[src/rtl/serial_transmitter_if.sv]
// Port bundle for the parallel-to-serial transmitter.
// Handshake: a word moves on the rising edge where load_valid && load_ready; the source holds
// parallel_data_input and load_valid stable until that edge, and load_ready never waits on load_valid.
interface serial_transmitter_if #(
   parameter int WIDTH = 8
);
   localparam int CW = $clog2(WIDTH);

   logic [WIDTH-1:0] parallel_data_input;
   logic             load_valid;
   logic             load_ready;
   logic             shift_enable;
   logic             serial_data_output;
   logic             serial_valid;
   logic             last_bit;
   logic             busy;
   // Debug view of the FSM state and bit counter.
   logic             dbg_state;
   logic [CW-1:0]    dbg_count;

   modport master (
      output parallel_data_input, load_valid, shift_enable,
      input  load_ready, serial_data_output, serial_valid, last_bit, busy,
             dbg_state, dbg_count
   );

   modport slave (
      input  parallel_data_input, load_valid, shift_enable,
      output load_ready, serial_data_output, serial_valid, last_bit, busy,
             dbg_state, dbg_count
   );
endinterface

[src/rtl/serial_transmitter.sv]
// Parallel-to-serial transmitter: accepts a word on a valid/ready handshake and emits it one bit
// per shift_enable strobe, with frame-valid and last-bit markers; back-to-back frames have no gap.
module serial_transmitter #(
   parameter int WIDTH     = 8,
   parameter bit MSB_FIRST = 1'b1
) (
   input  logic                 clk,
   input  logic                 sync_reset,
   serial_transmitter_if.slave  bus
);
   localparam int CW = $clog2(WIDTH);

   typedef enum logic {
      IDLE  = 1'b0,
      SHIFT = 1'b1
   } state_t;

   state_t           state_q, state_d;
   logic [WIDTH-1:0] shreg_q, shreg_d;
   logic [CW-1:0]    cnt_q, cnt_d;

   logic is_last;
   logic ready;
   logic accept;

   assign is_last = (state_q == SHIFT) && (cnt_q == CW'(WIDTH - 1));
   // A new word may enter while the final bit is being strobed out, giving gapless frames.
   assign ready   = !sync_reset && ((state_q == IDLE) || (is_last && bus.shift_enable));
   assign accept  = bus.load_valid && ready;

   always_comb begin
      state_d = state_q;
      shreg_d = shreg_q;
      cnt_d   = cnt_q;
      if (accept) begin
         state_d = SHIFT;
         shreg_d = bus.parallel_data_input;
         cnt_d   = '0;
      end else if ((state_q == SHIFT) && bus.shift_enable) begin
         if (is_last) begin
            state_d = IDLE;
            shreg_d = '0;
            cnt_d   = '0;
         end else begin
            shreg_d = MSB_FIRST ? (shreg_q << 1) : (shreg_q >> 1);
            cnt_d   = cnt_q + 1'b1;
         end
      end
   end

   always_ff @(posedge clk) begin
      if (sync_reset) begin
         state_q <= IDLE;
         shreg_q <= '0;
         cnt_q   <= '0;
      end else begin
         state_q <= state_d;
         shreg_q <= shreg_d;
         cnt_q   <= cnt_d;
      end
   end

   // The output end of the register is zero whenever the FSM is idle.
   assign bus.serial_data_output = MSB_FIRST ? shreg_q[WIDTH-1] : shreg_q[0];
   assign bus.serial_valid       = (state_q == SHIFT);
   assign bus.busy               = (state_q == SHIFT);
   assign bus.last_bit           = is_last;
   assign bus.load_ready         = ready;
   assign bus.dbg_state          = state_q;
   assign bus.dbg_count          = cnt_q;
endmodule

[src/flat_wrapper.sv]
// flat-port wrapper written by rule: the top's interface ports become plain ports
module serial_transmitter_flat 
#(
   parameter int WIDTH     = 8,
   parameter bit MSB_FIRST = 1'b1
)
  (clk, sync_reset, bus_parallel_data_input, bus_load_valid, bus_shift_enable, bus_load_ready, bus_serial_data_output, bus_serial_valid, bus_last_bit, bus_busy, bus_dbg_state, bus_dbg_count);
  serial_transmitter_if #(.WIDTH(WIDTH)) bus_i ();
  input  logic clk;
  input  logic sync_reset;
  input wire logic [$bits(bus_i.parallel_data_input)-1:0] bus_parallel_data_input;
  input wire logic [$bits(bus_i.load_valid)-1:0] bus_load_valid;
  input wire logic [$bits(bus_i.shift_enable)-1:0] bus_shift_enable;
  output wire logic [$bits(bus_i.load_ready)-1:0] bus_load_ready;
  output wire logic [$bits(bus_i.serial_data_output)-1:0] bus_serial_data_output;
  output wire logic [$bits(bus_i.serial_valid)-1:0] bus_serial_valid;
  output wire logic [$bits(bus_i.last_bit)-1:0] bus_last_bit;
  output wire logic [$bits(bus_i.busy)-1:0] bus_busy;
  output wire logic [$bits(bus_i.dbg_state)-1:0] bus_dbg_state;
  output wire logic [$bits(bus_i.dbg_count)-1:0] bus_dbg_count;
  assign bus_i.parallel_data_input = bus_parallel_data_input;
  assign bus_i.load_valid = bus_load_valid;
  assign bus_i.shift_enable = bus_shift_enable;
  assign bus_load_ready = bus_i.load_ready;
  assign bus_serial_data_output = bus_i.serial_data_output;
  assign bus_serial_valid = bus_i.serial_valid;
  assign bus_last_bit = bus_i.last_bit;
  assign bus_busy = bus_i.busy;
  assign bus_dbg_state = bus_i.dbg_state;
  assign bus_dbg_count = bus_i.dbg_count;
  serial_transmitter #(.WIDTH(WIDTH), .MSB_FIRST(MSB_FIRST)) u_core (.clk(clk), .sync_reset(sync_reset), .bus(bus_i));
endmodule
[config.mk]
export PLATFORM = sky130hd
export DESIGN_NAME = serial_transmitter_flat
export DESIGN_NICKNAME = d
export VERILOG_FILES = /design/src/rtl/serial_transmitter_if.sv /design/src/rtl/serial_transmitter.sv /design/src/flat_wrapper.sv
export SDC_FILE = /design/constraint.sdc
export NUM_CORES = 1
export LEC_CHECK = 0
export CAP_MARGIN = 20
export CORE_MARGIN = 5
export CORE_UTILIZATION = 31
export DETAILED_ROUTE_END_ITERATION = 12
export PLACE_DENSITY = 0.56
export SYNTH_ARGS = -nofsm -noshare
export SYNTH_HDL_FRONTEND = slang
export SYNTH_SLANG_ARGS = --single-unit
[constraint.sdc]
create_clock -name clk -period 3.95 [get_ports clk]
set_input_delay 0.395 -clock clk [delete_from_list [all_inputs] [get_ports clk]]
set_output_delay 0.395 -clock clk [all_outputs]
set_load 0.03 [all_outputs]
==> Yosys cells after proc, flatten, opt, wreduce, memory -nomap -nowiden <==
Cells that the tools add are included.
{ "word_totals": {"wordCells": 24, "reg_bits": 12, "output_inout_bits": 9} }
{ "op_classes": {"eq_ne": 1, "reduce_logical": 11, "mux": 7, "add_sub_neg": 1, "bitwise_logic": 1} }
{ "op_table": {"columns": ["op", "n"], "rows": [
  ["8-bit 2-to-1 mux", 3],
  ["1-bit logical AND", 5],
  ["2-bit nonzero test", 2],
  ["3-bit by 1-bit adder with 3-bit output (second input constant)", 1],
  ["3-bit == test (second input constant)", 1],
  ["1-bit 2-to-1 mux", 3],
  ["3-bit 2-to-1 mux", 1],
  ["2-bit AND reduction", 1],
  ["2-bit OR reduction", 1],
  ["1-bit zero test", 1],
  ["1-bit logical OR", 1],
  ["1-bit NOT", 1]
]} }

==> Depth between registers and ports, before layout <==
Gate-level depths: netlist of run 1.
{ "logic_depth": {"word_depth": 8, "ltp_mapped": 6} }

==> Worst setup path before layout of run 1 <==
No wires, ideal clock.
{ "synth_path": {"path_type": "flip-flop to output port", "startpoint": "reg u_core.cnt_q[0], in the netlist u_core.bus.dbg_count[0]", "endpoint": "out bus_load_ready", "path_slack_ps": 2098, "path_stages_with_launch": 5, "t_arrival_ps": 1457, "path_cell_list": "dfxtp_1 > ha_1 > ha_1 > a21boi_0 > nor2_1"} }
{ "synth_via": {"elab_chain_cells": 5} }
{ "synth_rtl": {"columns": ["item", "line_no", "source"], "rows": [
  ["from (decl)", "serial_transmitter.sv:20", "logic [CW-1:0] cnt_q, cnt_d;"],
  ["from (signal assigned)", "serial_transmitter.sv:59", "cnt_q <= cnt_d;"],
  ["3-bit == test", "serial_transmitter.sv:26", "assign is_last = (state_q == SHIFT) && (cnt_q == CW'(WIDTH - 1));"],
  ["1-bit logical AND", "serial_transmitter.sv:26", null],
  ["1-bit logical AND", "serial_transmitter.sv:28", "assign ready = !sync_reset && ((state_q == IDLE) || (is_last && bus.shift_enable));"],
  ["1-bit logical OR", "serial_transmitter.sv:28", null],
  ["1-bit logical AND", "serial_transmitter.sv:28", null],
  ["to (decl)", "flat_wrapper.sv:14", "output wire logic [$bits(bus_i.load_ready)-1:0] bus_load_ready;"]
]} }
Every way passes these cells.

==> Final worst setup path of run 1 <==
{ "layout_path": {"startpoint": "reg u_core.cnt_q[0], in the netlist u_core.bus.dbg_count[0]", "endpoint": "out bus_last_bit"} }
{ "layout_via": {"elab_chain_cells": 2} }
{ "layout_rtl": {"columns": ["item", "line_no", "source"], "rows": [
  ["3-bit == test", "serial_transmitter.sv:26", null],
  ["1-bit logical AND", "serial_transmitter.sv:26", null],
  ["to (decl)", "flat_wrapper.sv:17", "output wire logic [$bits(bus_i.last_bit)-1:0] bus_last_bit;"]
]} }
Every way passes these cells.

==> impl_metrics.tcl, run 1 <==
set metrics [dict create \
    grt_max_degree 20 \
    grt_overflow 0 \
    avgViaCountPerCell 5.178 \
    finalClockSkew_ps 6.455 \
    antenna_left 0 \
    post-route-drc-count 0 \
    clk_latency_ps 270 \
    gp_congestion 0.7215 \
    p_per_area_mw_per_mm2 320.7 \
    area_delta_synth_final_pct 30.41 \
    vias 668 \
    drive_gt1_frac 0.1089 \
    synthXorXnorAreaFrac 0 \
    drt-pass1-iter-count 4 \
    leakagePower_nw 0.3519 \
    hold_buffers 0 \
    rsz0062_at_grt "no" \
    timing.hold.worst_endpoint "u_core.bus.dbg_count[2]" \
    dp_hpwl_um 1275 \
    start_util 0.3261 \
    cap_violations 0 \
    synthCells 85 \
    dieArea_mm2 0.003418 \
    yosys.area.top_type "dfxtp_1" \
    synth_compound_area_frac 0.2680 \
    synth-adder-area-share 0.03436 \
    worstReg2RegStart "u_core.bus.dbg_count[0]" \
    portBuffers 20 \
    die-width_um 58.47 \
    netlist_area_um2 728.2 \
    period_share 0.6767 \
    cts_buffer_depth 2 \
    drt_wl_total_um 1710 \
    p_total_mw 0.3045 \
    first_global_vias 679 \
    min_path_cells 2 \
    yosys.area_share.simple 0.2457 \
    slew_violations 0 \
    cts.sink_count 12 \
    syn-num-nets 99 \
    drt_iter0_drc 17 \
    cts_max_level 1 \
    antenna_found_initial 0 \
    cts_tree "built" \
    worst-r2r-cell-count 5 \
    irDropWorstVdd_uv 146.6 \
    fin_setup_tns_ps 0 \
    synth_area_leaders "dfxtp_1 (33%), o21bai_1 (7.2%), nor2_1 (6.2%), a311oi_1 (6.0%), a31oi_1 (6.0%)" \
    num_rows 17 \
    start_kind "flop" \
    synth_top_family_by_area "compound AO/OA/AOI/OAI gates" \
    rr_endpoint "u_core.shreg_q[7]" \
    yosysWarnings 0 \
    max_freq_ghz 0.3741 \
    cts_made_buffers 3 \
    pin_count 21 \
    tightest_slew_ps 539.6 \
    ys_types 27 \
    crit_arrival_ps 2280 \
    r2r_slack_ps 2290 \
    root_buffer "clkbuf_4" \
    hold_start "u_core.bus.dbg_count[2]" \
    core_mm2 0.002233 \
    path_clk_slew_ps 70 \
    synth_seq_cells 12 \
    fin_crit_ps 2673 \
    synth_area_per_cell_um2 8.567 \
    crit_fanout 13 \
    grtUsageTotal 0.1147 \
    hp-class "reg -> reg" \
    required_ps 3560 \
    nets 116 \
    diodes 0 \
    grt_first_pass_wirelength_um 3015 \
    ctsResizeCount 0 \
    routedWlPerCell_um 13.26 \
    setup_viol 0 \
    cp-end-kind "output port" \
    synth_top_area_frac 0.3299 \
    hold_viol 0 \
    post_cts_buffers 0 \
    outcome "completed" \
    path_class "reg -> out" \
    seq_area_frac_synth 0.3299 \
    synthMuxAreaShare 0.04296 \
    relSlewSlack 0.6398 \
    die_height_um 58.47 \
]
## per-stage QoR
step	util	cells	worst slack, ps	hold WS (ps)	area, um2
final	0.4252	129	1277	483.7	949.7
after floorplan	-	85	2098	460.1	728.2
after global placement	0.4090	125	1595	463.3	913.4
after detailed placement	0.4090	125	1566	468.6	913.4
after global routing	0.4252	129	1076	516.5	949.7
after CTS	0.4252	129	1261	486.3	949.7
## how the worst max path moves through the flow
stage / from / end / slack (ps) / depth (start not counted)
6_report: u_core.bus.dbg_count[0] / bus_last_bit / 1280 / 5
4_1_cts: u_core.bus.dbg_count[0] / bus_last_bit / 1260 / 5
2_1_floorplan: u_core.bus.dbg_count[0] / bus_load_ready / 2100 / 4
3_5_place_dp: u_core.bus.dbg_count[0] / bus_last_bit / 1570 / 5
3_3_place_gp: bus_shift_enable / bus_load_ready / 1590 / 4
5_1_grt: u_core.bus.dbg_count[0] / bus_load_ready / 1080 / 5
## cells in the mapped netlist
| cell type | number |
|---|---|
| and2b_1 | 2 |
| mux2i_1 | 2 |
| clkbuf_1 | 2 |
| a311oi_2 | 2 |
| nand4b_1 | 2 |
| nor2_1 | 12 |
| buf_4 | 3 |
| o31ai_1 | 1 |
| nand3_1 | 6 |
| nand2_1 | 5 |
| a31oi_1 | 7 |
| mux2_2 | 1 |
| buf_2 | 1 |
| or2b_4 | 1 |
| nand4_1 | 1 |
| nand3_2 | 2 |
| a311oi_1 | 5 |
| or3b_1 | 1 |
| o21bai_1 | 7 |
| or2_2 | 1 |
| ha_1 | 2 |
| inv_1 | 2 |
| a21oi_1 | 2 |
| dfxtp_1 | 12 |
| a21boi_0 | 1 |
| buf_6 | 1 |
| buf_1 | 1 |
## cell usage in the layout (no fill, tap or decap)
| master | count |
|---|---|
| a21boi_0 | 1 |
| a21oi_1 | 2 |
| a311oi_1 | 5 |
| a311oi_2 | 2 |
| a31oi_1 | 7 |
| and2b_1 | 2 |
| clkbuf_4 | 3 |
| clkbuf_8 | 1 |
| clkdlybuf4s50_1 | 20 |
| dfxtp_1 | 12 |
| ha_1 | 2 |
| inv_1 | 2 |
| mux2_2 | 1 |
| mux2i_1 | 2 |
| nand2_1 | 5 |
| nand3_1 | 6 |
| nand3_2 | 2 |
| nand4_1 | 1 |
| nand4b_1 | 2 |
| nor2_1 | 12 |
| o21bai_1 | 7 |
| o31ai_1 | 1 |
| or2_2 | 1 |
| or2b_4 | 1 |
| or3b_1 | 1 |
## cells by family (layout without fill, tap and decap cells)
group | count (synthesis) | in the layout
flip-flops | 12 | 12
AO/OA/AOI/OAI | 25 | 25
adder cells (fa/ha/maj) | 2 | 2
multiplexers | 3 | 3
AND/OR/NAND/NOR | 33 | 33
buffers and inverters | 10 | 26
## routing by layer
| metal | GRT usage | wire length, um |
|---|---|---|
| met1 | 0.1570 | 896 |
| met3 | 0.03728 | 89 |
| met5 | 0 | 0 |
| met4 | 0.04967 | 10 |
| met2 | 0.1627 | 714 |
## report_power, final
group          switching (mW)  leakage [nW]  internal [mW]  total (mW)
logic                  0.0346         0.232         0.0342      0.0688
clock network          0.0421        0.0210         0.0560      0.0980
registers             0.00787        0.0990          0.130       0.138
## registers in the layout (all words and copies together), names as in the netlist
signal / cells
u_core.shreg_q: 8
u_core.bus.dbg_count: 3
u_core.bus.busy: 1
## layout make-up
| type | count | area (um2) |
|---|---|---|
| timing repair buffer | 20 | 200.2 |
| multi-input combinational | 63 | 430.4 |
| fill | 242 | 1284 |
| inverter | 2 | 7.507 |
| tap | 28 | 35.03 |
| clock buffer | 4 | 36.28 |
| sequential | 12 | 240.2 |
## critical path: stages, from the launching register on
cell,delay (ps)
dfxtp_1,380
ha_1,160
ha_1,400
nand2_1,290
inv_1,110
clkdlybuf4s50_1,670
Note: power is estimated with default switching activity, not from simulation.
==> run 2, diff against run 1 <==
- clock period: 3.95 -> 2.5 ns (I/O delays scaled with it)
==> run 2 against run 1 <==
Via count increased by 5.4%; non-clock buffer count increased by 4; wire length increased by 8.2%; final area increased by 1.7%; power increased by 46%; critical path depth unchanged; die area unchanged; first-iteration DRC count increased by 5.9%; worst setup slack got worse by 1100 ps; register-to-register slack got worse by 1300 ps.
==> impl_metrics.tcl, run 2 (synthesized netlist as in run 1, its figures left out) <==
set metrics [dict create \
    num_rows 17 \
    area_delta_synth_final_pct 32.65 \
    drt_iter0_drc 18 \
    drt-pass1-iter-count 4 \
    grt_overflow 0 \
    nets 120 \
    startpoint "u_core.bus.dbg_count[0]" \
    grt_max_degree 16 \
    period_share 0.9180 \
    tightest_slew_ps 316.2 \
    seqPwrFrac 0.480 \
    required_ps 2250 \
    worstReg2RegStart "u_core.bus.dbg_count[0]" \
    antenna_left 0 \
    cap_violations 0 \
    path_clk_slew_ps 70 \
    power.switching_mw 0.1286 \
    cts_tree "built" \
    cts_buffer_depth 2 \
    start_kind "flop" \
    switching_share 0.2884 \
    grtUsageTotal 0.1170 \
    p_per_area_mw_per_mm2 461.7 \
    vias 704 \
    ctsResizeCount 0 \
    pin_count 21 \
    final_cell_mix "clkdlybuf4s50_1 (20), nor2_1 (12), dfxtp_1 (12)" \
    path_class "reg -> out" \
    cts.sink_count 12 \
    drt_wl_total_um 1850 \
    clk_latency_ps 260 \
    min_path_cells 2 \
    hold_start "u_core.shreg_q[1]" \
    die_height_um 58.47 \
    die-width_um 58.47 \
    post-route-drc-count 0 \
    start_util 0.3261 \
    routedWlPerCell_um 14.02 \
    hp-class "reg -> reg" \
    rsz0062_at_grt "no" \
    p_comb_frac 0.261 \
    slew_violations 0 \
    diodes 0 \
    drive_gt1_frac 0.1346 \
    max_freq_ghz 0.4357 \
    crit_arrival_ps 2050 \
    hold_buffers 0 \
    antenna_found_initial 0 \
    gp_congestion 0.7356 \
    relSlewSlack 0.7886 \
    fin_setup_tns_ps 0 \
    p_int_mw 0.3173 \
    hold_viol 0 \
    cts_max_level 1 \
    first_global_vias 700 \
    dp_hpwl_um 1353 \
    finalClockSkew_ps 1.506 \
    p_clk_frac 0.258 \
    fin_crit_ps 2295 \
    crit_fanout 7 \
    leakagePower_nw 0.3641 \
    portBuffers 20 \
    dieArea_mm2 0.003418 \
    irDropWorstVdd_uv 322.6 \
    cts_made_buffers 3 \
    root_buffer "clkbuf_4" \
    utilization 0.4325 \
    grt_first_pass_wirelength_um 3077 \
    setup_viol 0 \
    worst-r2r-cell-count 6 \
    core_mm2 0.002233 \
    top_register "u_core.shreg_q" \
    post_cts_buffers 0 \
    cp-end-kind "output port" \
    avgViaCountPerCell 5.333 \
    outcome "completed" \
    largest_reg_flops 8 \
    final_common_cell "clkdlybuf4s50_1" \
]
==> run 2: final cells by class <==
cell class / instances / area (um2)
Inverter: 2 / 7.507
Clock buffer: 3 / 22.52
Timing Repair Buffer: 24 / 230.2
Tap cell: 28 / 35.03
Fill cell: 236 / 1267
Multi-Input combinational cell: 63 / 430.4
Sequential cell: 12 / 240.2
==> run 2: metal layers <==
layer | track usage | part of all wire | vias up
met2 | 0.1786 | 0.44 | 31
li1 | - | - | 355
met5 | 0 | 0 | -
met4 | 0.01987 | 0.0054 | 0
met1 | 0.1570 | 0.47 | 316
met3 | 0.04605 | 0.079 | 2
==> run 2: stage by stage <==
step	power [mW]	cells	hold slack (ps)	setup slack [ps]	area, um2
final	0.4460	132	486.2	205.0	965.9
after global routing	0.4750	132	518.4	82.02	965.9
after CTS	0.4548	132	489.4	187.6	965.9
after detailed placement	0.3354	129	477.7	475.8	943.4
after global placement	0.3347	129	462.7	477.4	943.4
after floorplan	0.2924	85	413.9	792.9	728.2
==> run 2: critical path: stages (launching register included) <==
cell and delay [ps]:
dfxtp_1 340, ha_1 200, ha_1 250, a21boi_0 320, nor2_1 70, clkdlybuf4s50_1 600
==> run 2: power groups by stage <==
stage	sequential, mW	combinational [mW]	clock (mW)
final	0.214	0.117	0.115
after global routing	0.216	0.127	0.132
after CTS	0.214	0.117	0.123
after detailed placement	0.219	0.117	0
after global placement	0.218	0.117	0
after floorplan	0.225	0.0678	0
==> run 2: path summary, 6_finish.rpt <==
path                            slack [ps]                end
worst max-delay path                   200     bus_load_ready
worst min-delay path                   490  u_core.shreg_q[2]
worst min register to register         490  u_core.shreg_q[2]
worst max register to register         980  u_core.shreg_q[3]
==> run 3, diff against run 2 <==
- clock period: 2.5 -> 2.7 ns (I/O delays scaled with it)
==> run 3 against run 2 <==
Sequential power fell by 7%; core utilization fell by 0.34 points; clock skew decreased by 0.78 ps; critical endpoint is now bus_last_bit; critical path type unchanged.
==> impl_metrics.tcl, run 3 (synthesized netlist as in run 1, its figures left out) <==
set metrics [dict create \
    required_ps 2430 \
    max_freq_ghz 0.4217 \
    top_register "u_core.shreg_q" \
    leakagePower_nw 0.3600 \
    vias 725 \
    grt_overflow 0 \
    avgViaCountPerCell 5.534 \
    post_cts_buffers 0 \
    antenna_left 0 \
    first_global_vias 731 \
    grt_max_degree 15 \
    cts_tree "built" \
    die-width_um 58.47 \
    post-route-drc-count 0 \
    path_clk_slew_ps 80 \
    crit_family "buffers and inverters" \
    final_common_cell "clkdlybuf4s50_1" \
    core_mm2 0.002233 \
    cp.buffers_inverters 2 \
    register_area_um2 240.2 \
    gp_congestion 0.7212 \
    met2_length_um 897 \
    relSlewSlack 0.7897 \
    slew_violations 0 \
    grtUsageTotal 0.1201 \
    drt_iter0_drc 21 \
    drt-pass1-iter-count 4 \
    dieArea_mm2 0.003418 \
    cp_cell_sequence "ha_1 > ha_1 > nand2_1 > inv_1 > clkdlybuf4s50_1" \
    hold_viol 0 \
    num_rows 17 \
    antenna_found_initial 0 \
    hp-class "reg -> reg" \
    routedWlPerCell_um 14.78 \
    max_stage_delay_ps 670 \
    largest_reg_flops 8 \
    area_delta_synth_final_pct 31.62 \
    cap_violations 0 \
    fin_crit_ps 2371 \
    p_per_area_mw_per_mm2 442.1 \
    cp_common_cell "ha_1" \
    grt_first_pass_wirelength_um 3146 \
    multi_input_area_um2 430.4 \
    hold_buffers 0 \
    slowest_stage "clkdlybuf4s50_1" \
    utilization 0.4291 \
    fin_setup_tns_ps 0 \
    p_total_mw 0.4237 \
    pin_count 21 \
    nets 119 \
    diodes 0 \
    start_kind "flop" \
    portBuffers 20 \
    clk_latency_ps 270 \
    path_class "reg -> out" \
    dp_hpwl_um 1377 \
    ctsResizeCount 0 \
    setup_viol 0 \
    cts.sink_count 12 \
    fillers 238 \
    cp-end-kind "output port" \
    outcome "completed" \
    finalClockSkew_ps 0.7220 \
    start_util 0.3261 \
    root_buffer "clkbuf_4" \
    drive_gt1_frac 0.1262 \
    cts_made_buffers 3 \
    crit_fanout 8 \
    wirelength_met1_um 877 \
    cts_buffer_depth 2 \
    final_cell_mix "clkdlybuf4s50_1 (20), nor2_1 (12), dfxtp_1 (12)" \
    wl_met3_um 153 \
    period_share 0.8783 \
    drt_wl_total_um 1936 \
    cts_max_level 1 \
    die_height_um 58.47 \
    irDropWorstVdd_uv 316.3 \
    rsz0062_at_grt "no" \
    crit_arrival_ps 2100 \
    tightest_slew_ps 312.6 \
    top_layer "met4" \
]
-- run 3: tightest hold or removal path, stage by stage, from the launching register on --
cell,delay [ps]
dfxtp_1,330
nand2_1,60
a21oi_1,50
-- run 3: cell type report --
class,count,share of cell area
Multi-Input combinational cell,63,0.4491
Sequential cell,12,0.2507
Timing Repair Buffer,23,0.2324
Inverter,2,0.007833
Tap cell,28,0.03655
Clock buffer,3,0.02350
-- run 3: worst paths after layout --
check	cells past startpoint	endpoint	slack, ps	start
worst max-delay path	5	bus_last_bit	330	u_core.bus.dbg_count[0]
worst min-delay path	2	u_core.bus.dbg_count[2]	480	u_core.bus.dbg_count[2]
worst min register to register	2	u_core.bus.dbg_count[2]	480	u_core.bus.dbg_count[2]
worst max register to register	5	u_core.shreg_q[6]	1110	u_core.bus.dbg_count[0]
-- run 3: per-layer routing --
metal  global-route usage  vias to the layer above
li1                     -                      354
met1               0.1423                      340
met2               0.2010                       29
met3              0.05044                        2
met4              0.02649                        0
met5                    0                        -
-- run 3: report_power, final --
group,leakage (nW),total [mW],internal (mW),switching (mW)
clock network,0.0138,0.116,0.0517,0.0648
logic,0.247,0.108,0.0523,0.0560
registers,0.0990,0.199,0.190,0.00896
-- run 3: stage by stage --
| step | setup WS, ps | std cells | hold slack, ps | cell area (um2) |
|---|---|---|---|---|
| 2_1_floorplan | 972.9 | 85 | 433.9 | 728.2 |
| 3_3_place_gp | 636.6 | 128 | 475.4 | 935.9 |
| 3_5_place_dp | 627.1 | 128 | 475.9 | 935.9 |
| 6_report | 328.7 | 131 | 482.9 | 958.4 |
| 4_1_cts | 310.2 | 131 | 491.2 | 958.4 |
| 5_1_grt | 182.1 | 131 | 522.9 | 958.4 |
